`config.mk`:
```
export PLATFORM = sky130hd
export DESIGN_NAME = wb_arbiter
export DESIGN_NICKNAME = d
export VERILOG_FILES = /design/src/rtl/wb_arbiter_pkg.sv /design/src/rtl/wb_arbiter_fifo.sv /design/src/rtl/wb_arbiter.sv
export SDC_FILE = /design/constraint.sdc
export NUM_CORES = 1
export LEC_CHECK = 0
export ABC_AREA = 1
export CORE_ASPECT_RATIO = 0.75
export CORE_UTILIZATION = 53
export CTS_BUF_LIST = sky130_fd_sc_hd__clkbuf_8 sky130_fd_sc_hd__clkbuf_16
export DETAILED_ROUTE_END_ITERATION = 7
export PLACE_DENSITY = 0.95
export SETUP_SLACK_MARGIN = 0.02
export SKIP_CTS_REPAIR_TIMING = 1
export SYNTH_ARGS = -nofsm -noshare
export SYNTH_HDL_FRONTEND = slang
export SYNTH_HIERARCHICAL = 1
export SYNTH_SLANG_ARGS = --single-unit
```
`constraint.sdc`:
```
create_clock -name clk -period 9.6 [get_ports clk]
set_clock_uncertainty 0.1 [all_clocks]
set_input_delay 0.96 -clock clk [delete_from_list [all_inputs] [get_ports clk]]
set_output_delay 0.96 -clock clk [all_outputs]
set_load 0.005 [all_outputs]
```
`src/rtl/wb_arbiter_pkg.sv`:
```
// Shared types and constants for the writeback-port arbiter.
package wb_arbiter_pkg;
  localparam logic [4:0] REG_ZERO = 5'd0;
  localparam int         XLEN     = 32;

  typedef struct packed {
    logic [4:0]      rd;
    logic [XLEN-1:0] data;
  } wb_entry_t;
endpackage

```
`src/rtl/wb_arbiter_fifo.sv`:
```
// ALU result FIFO: DEPTH entries of {rd,data}, with a per-slot valid/rd view
// so the parent can build the pending-register mask.
module wb_fifo
  import wb_arbiter_pkg::*;
#(
  parameter int DEPTH = 2,
  parameter int AW    = 1
) (
  input  logic                  clk,
  input  logic                  rst_n,
  input  logic                  push_i,
  input  wb_entry_t             push_entry_i,
  input  logic                  pop_i,
  output wb_entry_t             head_o,
  output logic [AW:0]           count_o,
  output logic [DEPTH-1:0]      ent_vld_o,
  output logic [DEPTH-1:0][4:0] ent_rd_o
);
  wb_entry_t     mem_q [DEPTH];
  logic [AW-1:0] rd_ptr_q, wr_ptr_q;
  logic [AW:0]   count_q;

  always_ff @(posedge clk or negedge rst_n) begin
    if (!rst_n) begin
      rd_ptr_q <= '0;
      wr_ptr_q <= '0;
      count_q  <= '0;
    end else begin
      if (push_i) wr_ptr_q <= wr_ptr_q + 1'b1;
      if (pop_i)  rd_ptr_q <= rd_ptr_q + 1'b1;
      case ({push_i, pop_i})
        2'b10:   count_q <= count_q + 1'b1;
        2'b01:   count_q <= count_q - 1'b1;
        default: count_q <= count_q;
      endcase
    end
  end

  // Payload needs no reset; occupancy is tracked by count_q alone.
  always_ff @(posedge clk) begin
    if (push_i) mem_q[wr_ptr_q] <= push_entry_i;
  end

  assign head_o  = mem_q[rd_ptr_q];
  assign count_o = count_q;

  for (genvar i = 0; i < DEPTH; i++) begin : g_view
    logic [AW-1:0] off;
    assign off          = AW'(i) - rd_ptr_q;
    assign ent_vld_o[i] = {1'b0, off} < count_q;
    assign ent_rd_o[i]  = mem_q[i].rd;
  end
endmodule

```
`src/rtl/wb_arbiter.sv`:
```
// Register-file write port arbiter: loads win, queued ALU results drain in
// order, and an idle port lets a fresh ALU result bypass the queue.
module wb_arbiter
  import wb_arbiter_pkg::*;
#(
  parameter int DEPTH = 2,
  parameter int AW    = 1
) (
  input  logic            clk,
  input  logic            rst_n,
  input  logic            alu_valid,
  input  logic [4:0]      alu_rd,
  input  logic [31:0]     alu_data,
  output logic            alu_ready,
  input  logic            mem_valid,
  input  logic [4:0]      mem_rd,
  input  logic [31:0]     mem_data,
  output logic            rf_we,
  output logic [4:0]      rf_addr,
  output logic [31:0]     rf_data,
  output logic [31:0]     pending_mask,
  output logic [AW:0]     fifo_count,
  output logic            waw_err
);
  logic                  alu_acc, alu_wr, mem_win, fifo_ne, push, pop, bypass;
  wb_entry_t             head, push_entry;
  logic [DEPTH-1:0]      ent_vld;
  logic [DEPTH-1:0][4:0] ent_rd;
  logic                  rf_we_q, waw_q;
  logic [4:0]            rf_addr_q;
  logic [XLEN-1:0]       rf_data_q;

  assign alu_ready  = fifo_count < (AW+1)'(DEPTH);
  assign alu_acc    = alu_valid && alu_ready;
  assign alu_wr     = alu_acc && (alu_rd != REG_ZERO);
  assign mem_win    = mem_valid && (mem_rd != REG_ZERO);
  assign fifo_ne    = fifo_count != '0;
  assign push       = alu_wr && (mem_win || fifo_ne);
  assign pop        = !mem_win && fifo_ne;
  assign bypass     = !mem_win && !fifo_ne && alu_wr;
  assign push_entry = '{rd: alu_rd, data: alu_data};

  wb_fifo #(.DEPTH(DEPTH), .AW(AW)) u_fifo (
    .clk          (clk),
    .rst_n        (rst_n),
    .push_i       (push),
    .push_entry_i (push_entry),
    .pop_i        (pop),
    .head_o       (head),
    .count_o      (fifo_count),
    .ent_vld_o    (ent_vld),
    .ent_rd_o     (ent_rd)
  );

  always_comb begin
    pending_mask = '0;
    for (int i = 0; i < DEPTH; i++)
      if (ent_vld[i]) pending_mask[ent_rd[i]] = 1'b1;
  end

  // Address/data hold their last value on idle cycles; only we drops.
  always_ff @(posedge clk or negedge rst_n) begin
    if (!rst_n) begin
      rf_we_q   <= 1'b0;
      rf_addr_q <= '0;
      rf_data_q <= '0;
      waw_q     <= 1'b0;
    end else begin
      if (mem_win) begin
        rf_we_q   <= 1'b1;
        rf_addr_q <= mem_rd;
        rf_data_q <= mem_data;
      end else if (fifo_ne) begin
        rf_we_q   <= 1'b1;
        rf_addr_q <= head.rd;
        rf_data_q <= head.data;
      end else if (bypass) begin
        rf_we_q   <= 1'b1;
        rf_addr_q <= alu_rd;
        rf_data_q <= alu_data;
      end else begin
        rf_we_q   <= 1'b0;
      end
      if (mem_win && pending_mask[mem_rd]) waw_q <= 1'b1;
    end
  end

  assign rf_we   = rf_we_q;
  assign rf_addr = rf_addr_q;
  assign rf_data = rf_data_q;
  assign waw_err = waw_q;
endmodule

```
==> results.json <==
{
  "gp_congestion": 0.911,
  "final_common_cell": "nand2_1",
  "seq_area_sq_um": 3300,
  "rows": 32,
  "fin_tns_setup_ns": 0,
  "tightest_slew_ns": 1.12,
  "synth_area_per_cell_sq_um": 8.83,
  "path_cells": "clkdlybuf4s50_1 -> inv_4 -> nand3_1 -> nand2_1 -> inv_2 -> nor2_4 -> nand2_2 -> buf_4 -> a31oi_1",
  "cp_slowest_stage_delay_ns": 0.88,
  "drive_above_1_share": 0.0622,
  "synth_area_sq_um": 5810,
  "clk_pin_slew_ns": 0.06,
  "synth_xor_area_frac": 0.00452,
  "yosys_warnings": 6,
  "wl_per_cell_microns": 19.0,
  "antenna_found_initial": 0,
  "diodes": 0,
  "final_nets": 870,
  "synth-simple-area-share": 0.254,
  "design.die.area_sq_um": 11400,
  "hold_viol": 0,
  "cts_buffers": 17,
  "crit_family": "buffers and inverters",
  "yosysSeqAreaShare": 0.568,
  "die_y_microns": 92.7,
  "crit_buf_inv": 4,
  "drt_iter0_markers": 704,
  "worstSetupPathType": "primary input to flop",
  "stdcell_count": 940,
  "worst_ep_required_time_ns": 9.79,
  "startpoint": "mem_rd[0]",
  "layout_min_cycle_time_ns": 4.62,
  "vias": 5519,
  "synth_mux_area_frac": 0,
  "cts_tree": "built",
  "portBuffers": 151,
  "htree_levels": 4,
  "rsz0062_at_grt": "no",
  "cts.path.max_buffers": 2,
  "final_cell_mix": "nand2_1, clkdlybuf4s50_1, edfxtp_1",
  "vias_per_cell": 5.87,
  "maxCapViolations": 0,
  "min_from": "waw_err",
  "groute.usage.overall": 0.334,
  "crit_path_end_kind": "flop",
  "setup_viol": 0,
  "multi_input_area_sq_um": 2140,
  "slew_headroom": 0.253,
  "status": "complete, no violations",
  "ys_ff_latch": 117,
  "clk_root_buffer_cell": "clkbuf_16",
  "power_density_nw_per_um2": 283,
  "synth_top_family_by_area": "simple AND/OR/NAND/NOR gates",
  "ys_types": 26,
  "grt_max_degree": 50,
  "dpl.cell_count": 908,
  "crit_arrival_ns": 4.81,
  "slew_violations": 0,
  "clk_latency_ns": 0.40,
  "wirelength_microns": 17800,
  "grt.overflow.total": 0,
  "hold_path.class": "flop to flop",
  "clock-sinks": 117,
  "start_util": 0.556,
  "drc_errors": 0,
  "synth-compound-area-share": 0.107,
  "ios": 152,
  "area_growth_pct": 35.7,
  "reg2reg_from": "u_fifo/count_o[0]",
  "first_global_vias": 5452,
  "firstDrtPassIters": 5,
  "nFillCells": 704,
  "grt_pass1_wl_microns": 28100,
  "start_kind": "primary input",
  "fmax_ghz": 0.217,
  "die_w_microns": 123,
  "slowest_stage": "nor2_4",
  "syn-instance-count": 658,
  "synth_nets": 737,
  "antenna_left": 0,
  "reg2reg_slack_ns": 6.43,
  "core_area_sq_um": 10500,
  "ir_drop_mv": 0.200,
  "dp_hpwl_microns": 11900,
  "p_leak_nw": 3.26,
  "path_max_fanout": 49,
  "fin_crit_sh": 0.481,
  "synth-adder-area-share": 0.00215,
  "fin_util": 0.754
}
==> tightest hold or removal path, delay by kind of cell (launching register included) <==
kind	cells	cell delay, ns
buffers and inverters	1	0.04
DFF	1	0.34
and+or+nand+nor	1	0.06
==> routing by layer <==
metal  share of wire  track usage
met5               0            0
met4           0.031        0.164
met3            0.11       0.0881
met2            0.46        0.524
met1            0.40        0.430
==> cells by family after synthesis <==
kind of cell / after synthesis
adder cells (fa/ha/maj): 1
XOR/XNOR: 3
AO/OA/AOI/OAI: 96
flip-flops: 117
buffers and inverters: 72
AND/OR/NAND/NOR: 369
==> cell type report <==
cell class,instances,share of cell area
sequential,117,0.418
multi-input combinational,469,0.271
timing repair buffer,155,0.195
clock buffer,22,0.0641
tap,136,0.0216
inverter,31,0.0151
clock inverter,10,0.0146
==> metrics by stage <==
| stage | hold WS [ns] | cell area (sq um) | setup slack [ns] | power, W |
|---|---|---|---|---|
| CTS | 0.369 | 7880 | 5.04 | 0.00222 |
| finish | 0.366 | 7880 | 4.98 | 0.00223 |
| detailed placement | 0.361 | 7260 | 4.67 | 0.00155 |
| global placement | 0.363 | 7260 | 4.82 | 0.00151 |
| floorplan | 0.357 | 5810 | 5.64 | 0.00120 |
| global route | 0.397 | 7880 | 4.73 | 0.00233 |
==> sequential cells by signal (all words and copies together), names as in the netlist <==
| signal | flops |
|---|---|
| u_fifo/mem_q | 74 |
| u_fifo/wr_ptr_q | 1 |
| rf_addr | 5 |
| rf_data | 32 |
| waw_err | 1 |
| u_fifo/rd_ptr_q | 1 |
| u_fifo/count_o | 2 |
| rf_we | 1 |
==> worst paths after layout <==
check / end / cells after the start
max reg2reg: rf_data[10] / 6
max: rf_data[10] / 9
max in group asynchronous: rf_addr[3] / 1
min reg2reg: waw_err / 2
min: waw_err / 2
min in group asynchronous: u_fifo/count_o[1] / 1
==> synth_stat cells <==
| cell type | number | area share |
|---|---|---|
| nand2_1 | 264 | 0.17 |
| edfxtp_1 | 74 | 0.38 |
| nor2_1 | 56 | 0.036 |
| dfrtp_1 | 43 | 0.19 |
| nand3_1 | 39 | 0.034 |
| a22oi_1 | 37 | 0.048 |
| a31oi_1 | 37 | 0.040 |
| inv_1 | 27 | 0.017 |
| buf_4 | 16 | 0.021 |
| o21ai_0 | 15 | 0.013 |
| buf_2 | 13 | 0.011 |
| clkbuf_1 | 6 | 0.0039 |
| o21ai_1 | 6 | 0.0052 |
| buf_6 | 4 | 0.0078 |
| nor2_2 | 4 | 0.0043 |
| inv_2 | 3 | 0.0019 |
| nor2_4 | 3 | 0.0058 |
| buf_1 | 2 | 0.0013 |
| xor2_1 | 2 | 0.0030 |
| a21oi_1 | 1 | 0.00086 |
| ha_1 | 1 | 0.0022 |
| inv_4 | 1 | 0.0011 |
| nand2_2 | 1 | 0.0011 |
| nand4_1 | 1 | 0.0011 |
| nor3_1 | 1 | 0.00086 |
| xnor2_1 | 1 | 0.0015 |
==> power breakdown <==
part	switching [W]	internal, W	total [W]
Combinational	0.000450	0.000340	0.000790
Clock	0.000228	0.000426	0.000654
Sequential	0.0000857	0.000701	0.000787
(Power assumes the default switching activity.)
